`src/rtl/key_ctrl_multi.sv`:
```
// Multi-channel play/stop/clear key controller with EEPROM load/save handshakes.
// Optional: define SAVE_ON_STOP_EN to also save a channel when key_start stops it.
module key_ctrl_multi #(
  parameter int N_CH        = 2,
  parameter int CH_W        = 1,
  parameter int ACK_TIMEOUT = 1000
) (
  input  logic            sclk,
  input  logic            rst,
  input  logic            key_start,
  input  logic            key_clr,
  input  logic            key_sel,
  input  logic            load_ack,
  input  logic            save_ack,
  output logic [N_CH-1:0] play_state,
  output logic [CH_W-1:0] sel_ch,
  output logic [N_CH-1:0] clr_pulse,
  output logic            load_req,
  output logic            save_req,
  output logic [CH_W-1:0] save_ch,
  output logic            busy,
  output logic            err
);

  localparam int CNT_W = $clog2(ACK_TIMEOUT + 1);

  typedef enum logic [1:0] {S_LOAD, S_IDLE, S_SAVE} state_t;

  state_t          state_q, state_d;
  logic [N_CH-1:0] play_q, play_d;
  logic [N_CH-1:0] clr_q, clr_d;
  logic [CH_W-1:0] sel_q, sel_d;
  logic [CH_W-1:0] sch_q, sch_d;
  logic            lreq_q, lreq_d;
  logic            sreq_q, sreq_d;
  logic            err_q, err_d;
  logic [CNT_W-1:0] cnt_q, cnt_d;
  logic            timeout;
  logic            sel_playing;

  // cnt_q counts cycles the request line has been high, starting at 0.
  assign timeout     = (cnt_q == CNT_W'(ACK_TIMEOUT - 1));
  assign sel_playing = play_q[sel_q];

  always_ff @(posedge sclk or posedge rst) begin
    if (rst) begin
      state_q <= S_LOAD;
      play_q  <= '0;
      clr_q   <= '0;
      sel_q   <= '0;
      sch_q   <= '0;
      lreq_q  <= 1'b0;
      sreq_q  <= 1'b0;
      err_q   <= 1'b0;
      cnt_q   <= '0;
    end else begin
      state_q <= state_d;
      play_q  <= play_d;
      clr_q   <= clr_d;
      sel_q   <= sel_d;
      sch_q   <= sch_d;
      lreq_q  <= lreq_d;
      sreq_q  <= sreq_d;
      err_q   <= err_d;
      cnt_q   <= cnt_d;
    end
  end

  always_comb begin
    state_d = state_q;
    play_d  = play_q;
    clr_d   = '0;
    sel_d   = sel_q;
    sch_d   = sch_q;
    lreq_d  = lreq_q;
    sreq_d  = sreq_q;
    err_d   = err_q;
    cnt_d   = cnt_q + CNT_W'(1);
    case (state_q)
      S_LOAD: begin
        // The first cycle after reset release raises the request; acks before that are ignored.
        if (!lreq_q) begin
          lreq_d = 1'b1;
          cnt_d  = '0;
        end else if (load_ack) begin
          lreq_d  = 1'b0;
          state_d = S_IDLE;
          cnt_d   = '0;
        end else if (timeout) begin
          err_d   = 1'b1;
          lreq_d  = 1'b0;
          state_d = S_IDLE;
          cnt_d   = '0;
        end
      end
      S_IDLE: begin
        cnt_d = '0;
        if (key_start) begin
          play_d[sel_q] = ~sel_playing;
`ifdef SAVE_ON_STOP_EN
          if (sel_playing) begin
            sch_d   = sel_q;
            sreq_d  = 1'b1;
            state_d = S_SAVE;
          end
`endif
        end else if (key_clr) begin
          if (!sel_playing) begin
            clr_d[sel_q] = 1'b1;
            sch_d        = sel_q;
            sreq_d       = 1'b1;
            state_d      = S_SAVE;
          end
        end else if (key_sel) begin
          if (sel_q == CH_W'(N_CH - 1)) sel_d = '0;
          else                          sel_d = sel_q + CH_W'(1);
        end
      end
      S_SAVE: begin
        // Ack wins over a timeout expiring in the same cycle.
        if (save_ack) begin
          sreq_d  = 1'b0;
          state_d = S_IDLE;
          cnt_d   = '0;
        end else if (timeout) begin
          err_d   = 1'b1;
          sreq_d  = 1'b0;
          state_d = S_IDLE;
          cnt_d   = '0;
        end
      end
      default: begin
        state_d = S_LOAD;
        lreq_d  = 1'b0;
        sreq_d  = 1'b0;
        cnt_d   = '0;
      end
    endcase
  end

  assign play_state = play_q;
  assign sel_ch     = sel_q;
  assign clr_pulse  = clr_q;
  assign load_req   = lreq_q;
  assign save_req   = sreq_q;
  assign save_ch    = sch_q;
  assign busy       = lreq_q | sreq_q;
  assign err        = err_q;

endmodule

```
`config.mk`:
```
export PLATFORM = sky130hd
export DESIGN_NAME = key_ctrl_multi
export DESIGN_NICKNAME = d
export VERILOG_FILES = /design/src/rtl/key_ctrl_multi.sv
export SDC_FILE = /design/constraint.sdc
export NUM_CORES = 1
export LEC_CHECK = 0
export BUFFER_PORTS_ARGS = -buffer_cell sky130_fd_sc_hd__buf_2
export CORE_UTILIZATION = 40
export CTS_CLUSTER_SIZE = 8
export DETAILED_ROUTE_END_ITERATION = 10
export SYNTH_ARGS = -nofsm -noshare
export SYNTH_HDL_FRONTEND = slang
export SYNTH_SLANG_ARGS = --single-unit
```
`constraint.sdc`:
```
create_clock -name sclk -period 2.8 [get_ports sclk]
set_input_delay 0.56 -clock sclk [delete_from_list [all_inputs] [get_ports sclk]]
set_output_delay 0.56 -clock sclk [all_outputs]
set_load 0.01 [all_outputs]
```
==> results.md <==
- The detailed-route DRC error count is 0.
- The worst path uses 63.4% of the clock period.
- The number of H-tree levels is 1.
- The floorplan has 18 rows.
- The die boundary height is around 54 um.
- Data on the critical path arrives at its endpoint at roughly 1.2 ns.
- The gate family responsible for the most delay along the worst path is flip-flops.
- In this run the critical register-to-register path is launched from state_q[1].
- The count of hold-fix buffers inserted at cts is 0.
- The share of post-route cells with drive strength above 1 is between 20 and 25%.
- Counting flops with an async set or reset pin after synthesis yields a share of between 90% and 100%.
- The clock reaches the later pin of the worst-skew pair after 0.31 ns.
- The core region is 0.00250 mm^2.
- For this run, the number of Yosys warnings is 0.
- The endpoint class of the critical path is an output pin.
- Clock-pin slew was measured on the worst setup and hold paths at around 0.12 ns.
- The number of buffers created by CTS is 3.
- 17 I/O pins were placed.
- Setup violations remaining at the end of the flow were counted as 0.
- The sequential-to-total area share from yosys stat is roughly half.
- The CTS tree is done.
- In this run the worst hold path is classified as input port to asynchronous set/reset pin.
- The via count is 791.
- When the netlist entered floorplanning its net count stood at between 100 and 150.
- The number of global-route vias before repair came to approximately 800.
- The number of max-cap violations is 0.
- Once placement finished, the instance area stood at about 0.0012 mm^2.
- The initial antenna violation count is 0.
- The count of buffers added by post-CTS timing repair for setup is 0.
- At the pin with the least slew margin, the transition time is between 0.7 and 0.8 ns.
- The final-report max-slew violation count is 0.
- The hold violation count in the final report is 0.
- Setup repair after global routing left no endpoint under its margin.
- The total global routing track utilization is 16.5%.
- The worst stage delay on the critical path is approximately 0.46 ns.
- The remaining antenna violation count after routing is 0.
- In this run the worst path has a maximum fanout of 6.
- In the final routed layout, each cell accounts on average for around 13 um.
- Measured against its own limit, the worst slew margin works out to between 40 and 50%.
- Counting the fill cells in the layout gives 233.
- In this run the worst setup path begins at load_req.
- Entering global routing, the biggest net connects 22 pins.
- The setup TNS is 0 ns.
- In this run the static leakage power is between 0.5 and 0.6 nW.
- The flip-flop and latch count after synthesis is 21.
- The congestion estimate from routability-driven global placement came to 0.768.
- The number of buffers on the longest clock path is 2.
- The number of antenna diodes in the final layout is 0.
- The fmax is 563 MHz.
- The combined flip-flop and latch cell area is about 530 um^2.
- The synthesized design contains 0 enable-type register cells.
- The detailed router finished its first iteration with 17 violations.
- The cell at the slowest stage of the critical path is sky130_fd_sc_hd__dfrtp_1.
- From left edge to right edge, the die measures between 50 and 60 um.
- The most used flip-flop cell after synthesis is sky130_fd_sc_hd__dfrtp_1.
- The worst register-to-register path has a depth of 6.
- Across the VDD grid, the largest voltage drop is between 0.6 and 0.7 mV.
- The length of the first detailed-routing pass in iterations is 4.
- The area growth from synthesis to layout is 12.9%.
- The signal on the critical path passes through or2_2, buf_2.
- The category of the critical setup timing path is flip-flop to output pin.
- The starting utilization of the core area is 42.9%.
- Counting distinct cell types in the post-synthesis netlist gives 34.
- The number of sinks driven by the clock tree is 21.
- The first global-routing pass estimated 3350 um of wire.
- The mapped netlist covers approximately 0.0011 mm^2.
- STA classifies the critical path startpoint as a flip-flop.
- Leaving out fill and tap cells, the most frequent cells in the layout are 21 x sky130_fd_sc_hd__dfrtp_1, 16 x sky130_fd_sc_hd__buf_2, 15 x sky130_fd_sc_hd__nor2_1.
- The quantity of gates resized following cts is 0.
- The clock period could shrink to approximately 1.8 ns.
- Once layout is complete, the utilization of the core stands at about 48%.
- The most common cell after layout, fill and taps aside is sky130_fd_sc_hd__dfrtp_1.
- For the final database, setup skew stands at 0.00858 ns.
- After legalization and detailed placement, the total HPWL measured approximately 1400 um.
- For this design the ratio of total power to cell area is about 780 mW/mm^2.
- The count of port buffers added during placement is 16.
- The multi-input gate area in the final layout is between 500 and 600 um^2.
- For this run the aggregate overflow at the end of global routing stands at 0.
- After synthesis, the mean cell area works out to about 10 um^2.
- The endpoint identified for the worst register-to-register timing path is cnt_q[6].
- The clock root buffer is sky130_fd_sc_hd__clkbuf_4.
- Summing internal, switching and leakage power gives approximately 0.95 mW.
- The final instance area is approximately 0.0012 mm^2.
- The required time at the worst-slack endpoint is ~2.2 ns.
- Together, buffers and inverters on the worst path number 1.
- The final-layout worst hold slack is 0.378 ns.
- The count of mapped cells out of synthesis is between 100 and 150.
- After detailed routing, the number of vias per cell comes to ~5.2.
- The total routed wirelength is ~2000 um.
- The flow ran to the end, and the final reports show no timing, DRC or antenna violations.
- The floorplan step defined a die boundary enclosing 0.00289 mm^2.
- The setup slack on the worst flop-to-flop path is about 1.1 ns.
- The net count of the finished layout is around 140.
==> where the power goes <==
group | total, mW | leakage (nW) | internal (mW) | switching (mW)
clock network | 0.147 | 0.0150 | 0.0557 | 0.0918
registers | 0.433 | 0.279 | 0.365 | 0.0680
logic | 0.366 | 0.253 | 0.168 | 0.198
==> final cells by class <==
class / count / share of cell area, %
Clock buffer: 4 / 2.17
Inverter: 6 / 1.86
Multi-Input combinational cell: 75 / 42.9
Sequential cell: 21 / 43.3
Tap cell: 30 / 3.10
Timing Repair Buffer: 16 / 6.60
==> state kept, by name, summed over array words and instances (netlist names) <==
register    cells
err             1
sel_ch          1
cnt_q          10
clr_pulse       2
save_ch         1
load_req        1
play_state      2
state_q         2
save_req        1
==> synthesized netlist by cell type (2+ instances only) <==
cell	n	share of area, %
sky130_fd_sc_hd__xor2_1	3	2.4
sky130_fd_sc_hd__nor3_1	4	1.9
sky130_fd_sc_hd__xnor2_1	8	6.5
sky130_fd_sc_hd__nand2_1	5	1.7
sky130_fd_sc_hd__dfrtp_1	21	49
sky130_fd_sc_hd__nand3_1	4	1.9
sky130_fd_sc_hd__o21ai_0	2	0.93
sky130_fd_sc_hd__nor4_1	2	1.2
sky130_fd_sc_hd__nor2_1	15	5.2
sky130_fd_sc_hd__a21oi_1	2	0.93
sky130_fd_sc_hd__ha_1	5	5.8
sky130_fd_sc_hd__or2_2	2	1.2
sky130_fd_sc_hd__nor2b_1	4	2.3
sky130_fd_sc_hd__inv_1	6	2.1
==> how the worst max path moves through the flow <==
stage / slack, ns / endpoint / cells past startpoint
3_3_place_gp: 1.07 / state_q[0] / 5
5_1_grt: 0.93 / cnt_q[7] / 6
3_5_place_dp: 1.06 / state_q[0] / 5
6_report: 1.02 / busy / 2
4_1_cts: 1.0 / busy / 2
2_1_floorplan: 1.27 / state_q[0] / 4
==> per-layer routing <==
metal	part of all wire (%)	vias up	GRT usage [%]	routed length, um
li1	-	393	-	-
met1	49	370	20.0	965
met2	44	23	27.8	849
met3	4.5	5	2.54	87
met4	2.5	0	9.21	48
met5	0	-	0	0
==> kinds of logic after synthesis <==
logic type	share of synthesized area, %
xor+xnor	8.98
fa+ha+maj	5.83
compound gates	11.9
simple gates	21.8
flops	49.0
buf+inv	2.56
==> worst register-to-register path, delay by kind of cell (launching register included) <==
family | cells | cell delay (ns)
buf+inv | 1 | 0.11
simple gates | 3 | 0.69
fa+ha+maj | 1 | 0.28
compound gates | 1 | 0.11
flops | 1 | 0.45
==> per-stage QoR <==
step                      setup WS, ns  cells
after floorplan                   1.27    103
after global placement            1.07    148
after detailed placement          1.06    148
after CTS                         1.00    152
after global routing             0.935    152
final                             1.02    152
(Power assumes the default switching activity.)
